`src/rtl/vlan_stripper.sv`:
```
// vlan_stripper: RX-path 802.1Q tag removal.
// Detects a tag at byte offset 12 of the first beat of a frame and removes the
// 4 tag bytes. The rest of the frame is shifted 4 bytes toward byte 0, so each
// output beat is built from the tail of one input beat and the head of the next.
// The decoded VID is presented as a routing sideband, and tagged/untagged frame
// counts are kept for CSR readout.
//
// Ports:
//   aclk, aresetn                clock; synchronous active-low reset
//   s_axis_t{data,keep,last,valid}, s_axis_tready   input stream (possibly tagged)
//   m_axis_t{data,keep,last,valid}, m_axis_tready   output stream (untagged), registered
//   route_in[13:0]               {VID, 2'b00} of the current frame, 0 if untagged
//   route_tagged                 current frame carried a tag
//   route_valid                  one-cycle pulse when route_in/route_tagged update
//   cnt_tagged, cnt_untagged     wrapping frame counters
module vlan_stripper #(
  parameter int DATA_WIDTH = 512
) (
  input  logic                    aclk,
  input  logic                    aresetn,
  input  logic [DATA_WIDTH-1:0]   s_axis_tdata,
  input  logic [DATA_WIDTH/8-1:0] s_axis_tkeep,
  input  logic                    s_axis_tlast,
  input  logic                    s_axis_tvalid,
  output logic                    s_axis_tready,
  output logic [DATA_WIDTH-1:0]   m_axis_tdata,
  output logic [DATA_WIDTH/8-1:0] m_axis_tkeep,
  output logic                    m_axis_tlast,
  output logic                    m_axis_tvalid,
  input  logic                    m_axis_tready,
  output logic [13:0]             route_in,
  output logic                    route_tagged,
  output logic                    route_valid,
  output logic [31:0]             cnt_tagged,
  output logic [31:0]             cnt_untagged
);

  localparam int KW  = DATA_WIDTH / 8;
  localparam int PW  = DATA_WIDTH - 32;  // pending data: one beat minus the tag
  localparam int PKW = KW - 4;

  typedef enum logic [1:0] {
    ST_HEAD,
    ST_PASS,
    ST_BODY,
    ST_RESIDUE
  } state_t;

  state_t                r_state, w_state_n;
  logic [DATA_WIDTH-1:0] r_tdata, w_tdata_n;
  logic [KW-1:0]         r_tkeep, w_tkeep_n;
  logic                  r_tlast, w_tlast_n;
  logic                  r_tvalid, w_tvalid_n;
  logic [PW-1:0]         r_pend_data, w_pend_data_n;
  logic [PKW-1:0]        r_pend_keep, w_pend_keep_n;
  logic [13:0]           r_route_in, w_route_in_n;
  logic                  r_route_tagged, w_route_tagged_n;
  logic                  r_route_valid, w_route_valid_n;
  logic [31:0]           r_cnt_tagged, w_cnt_tagged_n;
  logic [31:0]           r_cnt_untagged, w_cnt_untagged_n;

  logic                  w_free;
  logic                  w_accept;
  logic                  w_tagged;
  logic [PW-1:0]         w_comp_data;
  logic [PKW-1:0]        w_comp_keep;

  // The output register can take a new beat when it is empty or being drained.
  assign w_free        = !r_tvalid || m_axis_tready;
  assign s_axis_tready = aresetn && w_free && (r_state != ST_RESIDUE);
  assign w_accept      = s_axis_tvalid && s_axis_tready;

  // Short first beats (fewer than 16 bytes) can never hold a full tag.
  assign w_tagged = (s_axis_tkeep[15:0] == 16'hFFFF) &&
                    (s_axis_tdata[103:96] == 8'h81) &&
                    (s_axis_tdata[111:104] == 8'h00);

  // First beat with bytes 12..15 removed: 60 bytes.
  assign w_comp_data = {s_axis_tdata[DATA_WIDTH-1:128], s_axis_tdata[95:0]};
  assign w_comp_keep = {s_axis_tkeep[KW-1:16], s_axis_tkeep[11:0]};

  assign m_axis_tdata  = r_tdata;
  assign m_axis_tkeep  = r_tkeep;
  assign m_axis_tlast  = r_tlast;
  assign m_axis_tvalid = r_tvalid;
  assign route_in      = r_route_in;
  assign route_tagged  = r_route_tagged;
  assign route_valid   = r_route_valid;
  assign cnt_tagged    = r_cnt_tagged;
  assign cnt_untagged  = r_cnt_untagged;

  // ---- next-state / next-output ----
  always_comb begin
    w_state_n        = r_state;
    w_tdata_n        = r_tdata;
    w_tkeep_n        = r_tkeep;
    w_tlast_n        = r_tlast;
    w_tvalid_n       = w_free ? 1'b0 : r_tvalid;
    w_pend_data_n    = r_pend_data;
    w_pend_keep_n    = r_pend_keep;
    w_route_in_n     = r_route_in;
    w_route_tagged_n = r_route_tagged;
    w_route_valid_n  = 1'b0;
    w_cnt_tagged_n   = r_cnt_tagged;
    w_cnt_untagged_n = r_cnt_untagged;

    case (r_state)
      ST_HEAD: begin
        if (w_accept) begin
          w_route_valid_n  = 1'b1;
          w_route_tagged_n = w_tagged;
          if (w_tagged) begin
            // PCP/DEI (byte14[7:4]) are dropped; only the VID is routed.
            w_route_in_n   = {s_axis_tdata[115:112], s_axis_tdata[127:120], 2'b00};
            w_cnt_tagged_n = r_cnt_tagged + 32'd1;
            if (s_axis_tlast) begin
              w_tdata_n  = {32'd0, w_comp_data};
              w_tkeep_n  = {4'd0, w_comp_keep};
              w_tlast_n  = 1'b1;
              w_tvalid_n = 1'b1;
            end else begin
              // Hold the compacted head until the next beat fills bytes 60..63.
              w_pend_data_n = w_comp_data;
              w_pend_keep_n = w_comp_keep;
              w_state_n     = ST_BODY;
            end
          end else begin
            w_route_in_n     = 14'd0;
            w_cnt_untagged_n = r_cnt_untagged + 32'd1;
            w_tdata_n        = s_axis_tdata;
            w_tkeep_n        = s_axis_tkeep;
            w_tlast_n        = s_axis_tlast;
            w_tvalid_n       = 1'b1;
            if (!s_axis_tlast) w_state_n = ST_PASS;
          end
        end
      end

      ST_PASS: begin
        if (w_accept) begin
          w_tdata_n  = s_axis_tdata;
          w_tkeep_n  = s_axis_tkeep;
          w_tlast_n  = s_axis_tlast;
          w_tvalid_n = 1'b1;
          if (s_axis_tlast) w_state_n = ST_HEAD;
        end
      end

      ST_BODY: begin
        if (w_accept) begin
          w_tdata_n     = {s_axis_tdata[31:0], r_pend_data};
          w_tkeep_n     = {s_axis_tkeep[3:0], r_pend_keep};
          w_tvalid_n    = 1'b1;
          w_tlast_n     = 1'b0;
          w_pend_data_n = s_axis_tdata[DATA_WIDTH-1:32];
          w_pend_keep_n = s_axis_tkeep[KW-1:4];
          if (s_axis_tlast) begin
            // Bytes beyond offset 3 of the last beat spill into one extra beat.
            if (s_axis_tkeep[4]) begin
              w_state_n = ST_RESIDUE;
            end else begin
              w_tlast_n = 1'b1;
              w_state_n = ST_HEAD;
            end
          end
        end
      end

      ST_RESIDUE: begin
        if (w_free) begin
          w_tdata_n  = {32'd0, r_pend_data};
          w_tkeep_n  = {4'd0, r_pend_keep};
          w_tlast_n  = 1'b1;
          w_tvalid_n = 1'b1;
          w_state_n  = ST_HEAD;
        end
      end

      default: w_state_n = ST_HEAD;
    endcase
  end

  // ---- registers ----
  always_ff @(posedge aclk) begin
    if (!aresetn) begin
      r_state        <= ST_HEAD;
      r_tdata        <= '0;
      r_tkeep        <= '0;
      r_tlast        <= 1'b0;
      r_tvalid       <= 1'b0;
      r_pend_data    <= '0;
      r_pend_keep    <= '0;
      r_route_in     <= '0;
      r_route_tagged <= 1'b0;
      r_route_valid  <= 1'b0;
      r_cnt_tagged   <= '0;
      r_cnt_untagged <= '0;
    end else begin
      r_state        <= w_state_n;
      r_tdata        <= w_tdata_n;
      r_tkeep        <= w_tkeep_n;
      r_tlast        <= w_tlast_n;
      r_tvalid       <= w_tvalid_n;
      r_pend_data    <= w_pend_data_n;
      r_pend_keep    <= w_pend_keep_n;
      r_route_in     <= w_route_in_n;
      r_route_tagged <= w_route_tagged_n;
      r_route_valid  <= w_route_valid_n;
      r_cnt_tagged   <= w_cnt_tagged_n;
      r_cnt_untagged <= w_cnt_untagged_n;
    end
  end

endmodule

```
`config.mk`:
```
export PLATFORM = sky130hd
export DESIGN_NAME = vlan_stripper
export DESIGN_NICKNAME = d
export VERILOG_FILES = /design/src/rtl/vlan_stripper.sv
export SDC_FILE = /design/constraint.sdc
export NUM_CORES = 2
export LEC_CHECK = 0
export BUFFER_PORTS_ARGS = -buffer_cell sky130_fd_sc_hd__buf_2
export CAP_MARGIN = 40
export CORE_AREA = 2 2 484 486
export CTS_CLUSTER_SIZE = 8
export DETAILED_ROUTE_END_ITERATION = 10
export DIE_AREA = 0 0 486 488
export PLACE_DENSITY = 0.42
export RECOVER_POWER = 50
export SLEW_MARGIN = 20
export SYNTH_ARGS = -nofsm -noshare
export SYNTH_HDL_FRONTEND = slang
export SYNTH_SLANG_ARGS = --single-unit
```
`constraint.sdc`:
```
create_clock -name aclk -period 3.1 [get_ports aclk]
set_clock_uncertainty 0.15 [all_clocks]
set_input_delay 0.62 -clock aclk [delete_from_list [all_inputs] [get_ports aclk]]
set_output_delay 0.62 -clock aclk [all_outputs]
set_load 0.03 [all_outputs]
```
Word-level counts from Yosys, hierarchy flattened
Cells that the tools add are included.
{ "word_totals": {"inputBits": 581, "ff_bits": 1200, "out_inout_bits": 659} }
{ "classes": {"n_reduce_logical": 18, "n_eq_ne": 15, "bitwise": 1, "mux": 53, "addsub": 2} }
{ "op_table": {"columns": ["cell", "n"], "rows": [
  ["2-to-1 mux 512 bit", 6],
  ["case mux 512 bit (4 select lines)", 1],
  ["2-to-1 mux 480 bit", 4],
  ["case mux 480 bit (2 select lines)", 1],
  ["2-to-1 mux 64 bit", 6],
  ["case mux 64 bit (4 select lines)", 1],
  ["2-to-1 mux 60 bit", 4],
  ["case mux 60 bit (2 select lines)", 1],
  ["adder 32 x 1 -> 32 bit, second input constant", 2],
  ["2-to-1 mux 2 bit", 10],
  ["inequality test 2 bit, second input constant", 9],
  ["== test 16 bit, second input constant", 1],
  ["2-to-1 mux 1 bit", 15],
  ["2-to-1 mux 14 bit", 1],
  ["AND reduction 5 bit", 2],
  ["== test 8 bit, second input constant", 1],
  ["logical NOT 8 bit", 1],
  ["case mux 2 bit (4 select lines)", 1],
  ["AND reduction 7 bit", 1],
  ["AND reduction 3 bit", 2],
  ["logical AND 1 bit", 5],
  ["== test 2 bit, second input constant", 2],
  ["case mux 1 bit (4 select lines)", 1],
  ["AND reduction 2 bit", 2],
  ["other kinds (9)", 9]
]} }

Depth between registers and ports, before layout
{ "depth": {"ltp_word": 7, "ltp_mapped": 10} }

Least setup slack after synthesis
No wires, ideal clock.
{ "synth_timing": {"path_type": "input to register", "start": "input port s_axis_tdata[99]", "end": "register r_tdata[0] (netlist: m_axis_tdata[0])", "setup_ps": 146, "path_stages": 9, "required_time_ps": 2804, "arrival_ps": 2898, "path_slack_ps": -94, "path_cell_list": "or4_1 or4_1 buf_2 o41a_1 buf_2 clkbuf_1 clkbuf_1 nor2_1 a211oi_2"} }
{ "synth_via": {"elab_chain_len": 6} }
{ "synth_rtl": {"columns": ["item", "line_no", "source"], "rows": [
  ["start: declaration", "21", "input logic [DATA_WIDTH-1:0] s_axis_tdata,"],
  ["== test 8 bit *", "75", "(s_axis_tdata[103:96] == 8'h81) &&"],
  ["logical AND 1 bit *", "74", "assign w_tagged = (s_axis_tkeep[15:0] == 16'hFFFF) &&"],
  ["logical AND 1 bit *", "75", null],
  ["2-to-1 mux 512 bit", "112", "if (w_tagged) begin"],
  ["2-to-1 mux 512 bit", "109", "if (w_accept) begin"],
  ["case mux 512 bit (4 select lines)", "107", "case (r_state)"],
  ["end signal: assignment", "200", "r_tdata <= w_tdata_n;"],
  ["end: declaration", "50", "logic [DATA_WIDTH-1:0] r_tdata, w_tdata_n;"]
]} }
Every way passes the cells marked *; elsewhere a longest branch is shown, timed or not. The select of a mux whose other input is x is not followed.
A chain may end at the register's enable or synchronous reset.

Final worst setup path
{ "layout_timing": {"start": "input port s_axis_tdata[107]", "end": "register r_tdata[499] (netlist: m_axis_tdata[499])"} }
{ "layout_via": {"elab_chain_len": 5} }
{ "layout_rtl": {"columns": ["item", "line_no", "source"], "rows": [
  ["logical NOT 8 bit *", "76", "(s_axis_tdata[111:104] == 8'h00);"],
  ["logical AND 1 bit *", "75", null],
  ["2-to-1 mux 512 bit", "112", null],
  ["2-to-1 mux 512 bit", "109", null],
  ["case mux 512 bit (4 select lines)", "107", null]
]} }
Marks and branches as above.

==> summary.md <==
| Metric | Value |
|---|---|
| Synthesized area per cell | 8.52 sq um |
| Post-Place Setup Slack | -0.459 ns |
| Worst Path Buf+Inv | 5 |
| R2r startpoint | r_state[0]$_SDFFE_PN0P_ |
| Met1 WL | 127 mm |
| Post-CTS setup buffer count | 0 |
| Initial Util | 23.3% |
| Worst path max stage delay | 0.59 ns |
| Leak | 32.8 nW |
| DRT Pass-1 Iters | 6 |
| Total GRT Usage | 23.2% |
| Placed cell count | 10300 |
| Crit Reg-Reg Endpoint | m_axis_tdata[436]$_SDFFE_PN0P_ |
| DRC Markers | 0 |
| Worst Hold Launch | s_axis_tdata[76] |
| # H-tree levels | 4 |
| Routed via count | around 54000 |
| Initial drt markers | 4086 |
| Clk_lat worst skew | 0.82 ns |
| Max Used Layer | met5 |
| Final setup fails | 0 |
| Register area share after synthesis | 44.3% |
| Core Box Area | 0.232 sq mm |
| Worst hold-check path type | input pin to flip-flop |
| Number of global-route vias before repair | ~53000 |
| Wirelength per Cell | between 20 and 30 microns |
| CP Class | input pin to flip-flop |
| Die ar. | 0.237 sq mm |
| PostCTS Resize Cnt | 0 |
| Vias per Instance | 4.89 |
| Most common cell after layout, fill and taps aside | nand2_1 |
| First-pass GRT wire length | about 400 mm |
| Yosys warns | 0 |
| Chip Width | 486 microns |
| Power Total | between 30 and 40 mW |
| Synth Flop Type | dfxtp_1 |
| FF-to-FF setup slack | 0.18 ns |
| EDFF count, synth | 0 |
| Slew Limit Fails | 0 |
| CP dominant cell by count | or4_4 |
| Filler cell count | 24700 |
| RePlAce Congestion | 0.907 |
| WP data arrival | 3.65 ns |
| IR Drop Worst-Case VDD | roughly 380 uV |
| Syn Std Cell Area | 0.0541 sq mm |
| Power per cell area | 535 mW/mm^2 |
| I/O pins | 1240 |
| Nets | 8598 |
| Most frequent cells in the layout | 1416 x nand2_1, 1196 x dfxtp_1, 766 x mux2i_1 |
| Placed inst area | 0.0650 sq mm |
| # rows | 177 |
| DR WL met2 | 128 mm |
| Final wirelength | 289 mm |
| Metal3 WL | between 20 and 25 mm |
| Crit start category | input pin |
| Cells after synthesis | 6352 |
| Max Fclk | 328 MHz |
| Hold path depth | 3 |
| Hold Fails Final Rpt | 0 |
| Fin area | 0.0741 sq mm |
| Initial antenna violation count | between 100 and 150 |
| Crit-path max FO | 37 |
| Crit path max-delay cell type | or4_4 |
| CP endpoint kind | flip-flop |
| Total global routing overflow | 0 |
| ANT nets after route | 0 |
| Min cycle time layout | 3.05 ns |
| Yosys cell types | 51 |
| Run status | finished, final reports clean |
| Ys async rst share | 0% |
| Ratio of cells with drive above 1 in the final layout | 14.2% |
| DIE HEIGHT | approximately 500 microns |
| Clk buf depth | 3 |
| CP required | roughly 3.7 ns |
| Inserted Clock Buffers | about 170 |
| Fin worst setup slack | ~0.051 ns |
| Hold Path End | r_pend_data[44]$_SDFFE_PN0P_ |
| CTS sink cnt | 1198 |
| CTS Hold Bufs | 549 |
| Port Buffers | around 1200 |
| DP HPWL | ~220 mm |
| Clock root buffer | clkbuf_16 |
| CP top delay family | buffers and inverters |
| Slew @ Worst Pin | about 1.2 ns |
| CP cell instances | buf_2 -> or4_4 -> or4_4 -> buf_4 -> clkbuf_1 -> o41ai_4 -> buf_12 -> a221oi_1 -> dlygate4sd3_1 -> nor2_1 |
| Layout Cells excl Fill | 11100 |
| Final Util | 32.0% |
| Clock transition at path regs | 0.05 ns |
| R2R cell count | 7 |
| Pin count of the biggest net entering global routing | 186 |
| Slew headroom | a little under a quarter |
| Register bit total from synthesis | 1198 |
| Area grow syn2layout | 37.0% |
| RSZ-0062 raised after global routing | false |
| Max Cap Violations | 0 |
| Final cycle utilization of the critical path | 98.3% |
| CTS tree | yes |
## per-stage QoR
step	hold WS (ns)	setup TNS (ns)
after CTS	0.0000338	0
after global placement	0.288	-352.37
final	0.0824	0
after detailed placement	0.293	-388.96
after floorplan	0.288	0
after global routing	0.0432	0
## how the worst max path moves through the flow
stage / from / endpoint / slack (ns) / cells after the start
floorplan: s_axis_tdata[107] / cnt_tagged[21]$_SDFFE_PN0P_ / 0.03 / 7
global placement: s_axis_tdata[99] / m_axis_tdata[474]$_SDFFE_PN0P_ / -0.49 / 8
detailed placement: s_axis_tdata[99] / m_axis_tdata[334]$_SDFFE_PN0P_ / -0.46 / 8
CTS: s_axis_tdata[107] / m_axis_tdata[487]$_SDFFE_PN0P_ / 0.14 / 10
global route: s_axis_tdata[107] / m_axis_tdata[496]$_SDFFE_PN0P_ / 0.02 / 10
finish: s_axis_tdata[107] / m_axis_tdata[499]$_SDFFE_PN0P_ / 0.05 / 10
## area by class of cell
| cell class | instances | area (sq um) | share of cell area [%] |
|---|---|---|---|
| multi-input cells | 4138 | 26200 | 35.3 |
| well taps | 3043 | 3810 | 5.13 |
| clock buffers | 188 | 4550 | 6.14 |
| diodes | 42 | 105 | 0.142 |
| repair buffers | 2060 | 13600 | 18.3 |
| clock inverters | 16 | 259 | 0.349 |
| inverters | 445 | 1680 | 2.26 |
| flip-flops and latches | 1198 | 24000 | 32.4 |
## flip-flops by register name, indices dropped and copies added, names as in the netlist
signal	cells
m_axis_tdata	512
route_valid	1
r_pend_keep	60
r_state	2
route_tagged	1
route_in	12
cnt_untagged	32
r_pend_data	480
m_axis_tkeep	64
m_axis_tlast	1
cnt_tagged	32
m_axis_tvalid	1
## synth_stat cells, types with 4 or more instances
library cell  number  area share, %
nor2_1           160            1.1
and3_1            10           0.12
nor3_1            24           0.22
or4_1             31           0.43
xor2_1             5          0.081
a222oi_1          20           0.37
or3_1             19           0.22
nand2_1         1416            9.8
nand3_1           36           0.33
dfxtp_1         1198             44
nand2b_1          10           0.12
buf_1             28           0.19
o2111ai_1          4          0.065
buf_6             15           0.31
inv_1            443            3.1
mux2i_1          766             14
a211oi_2         108            2.5
o311a_1          411            7.6
and4_1             7           0.11
buf_2             81           0.75
a221oi_1          36           0.58
nor4_1             9           0.10
nand4_1           20           0.23
clkbuf_1         446            3.1
a21oi_1          495            4.6
o21ai_0          488            4.5
o31ai_1           27           0.37
## routing by layer
| layer | GRT usage [%] | up-vias |
|---|---|---|
| met5 | 0 | - |
| met4 | 9.86 | 44 |
| li1 | - | 25400 |
| met2 | 36.4 | 2041 |
| met3 | 5.64 | 451 |
| met1 | 30.2 | 26500 |
## cells by family (layout without fill, tap and decap cells)
| kind of cell | after synthesis | count (layout) | share of synthesized area [%] |
|---|---|---|---|
| AO/OA/AOI/OAI | 1608 | 1608 | 20.9 |
| other | 1 | 44 | 0.00693 |
| XOR/XNOR | 7 | 7 | 0.113 |
| AND/OR/NAND/NOR | 1753 | 1753 | 13.0 |
| adder cells (fa/ha/maj) | 2 | 2 | 0.0462 |
| multiplexers | 766 | 766 | 14.2 |
| buffers and inverters | 1017 | 2709 | 7.46 |
| flip-flops | 1198 | 1198 | 44.3 |
## worst reg2reg max path, delay by kind of cell (launching register included)
family	cells	cell delay [ns]
AO/OA/AOI/OAI	2	0.38
buffers and inverters	4	1.79
flip-flops	1	0.39
AND/OR/NAND/NOR	1	0.10
## where the power goes
| group | switching [mW] | internal (mW) |
|---|---|---|
| Combinational | 3.80 | 1.73 |
| Sequential | 0.325 | 15.9 |
| Clock | 7.46 | 10.4 |
(Power assumes the default switching activity.)
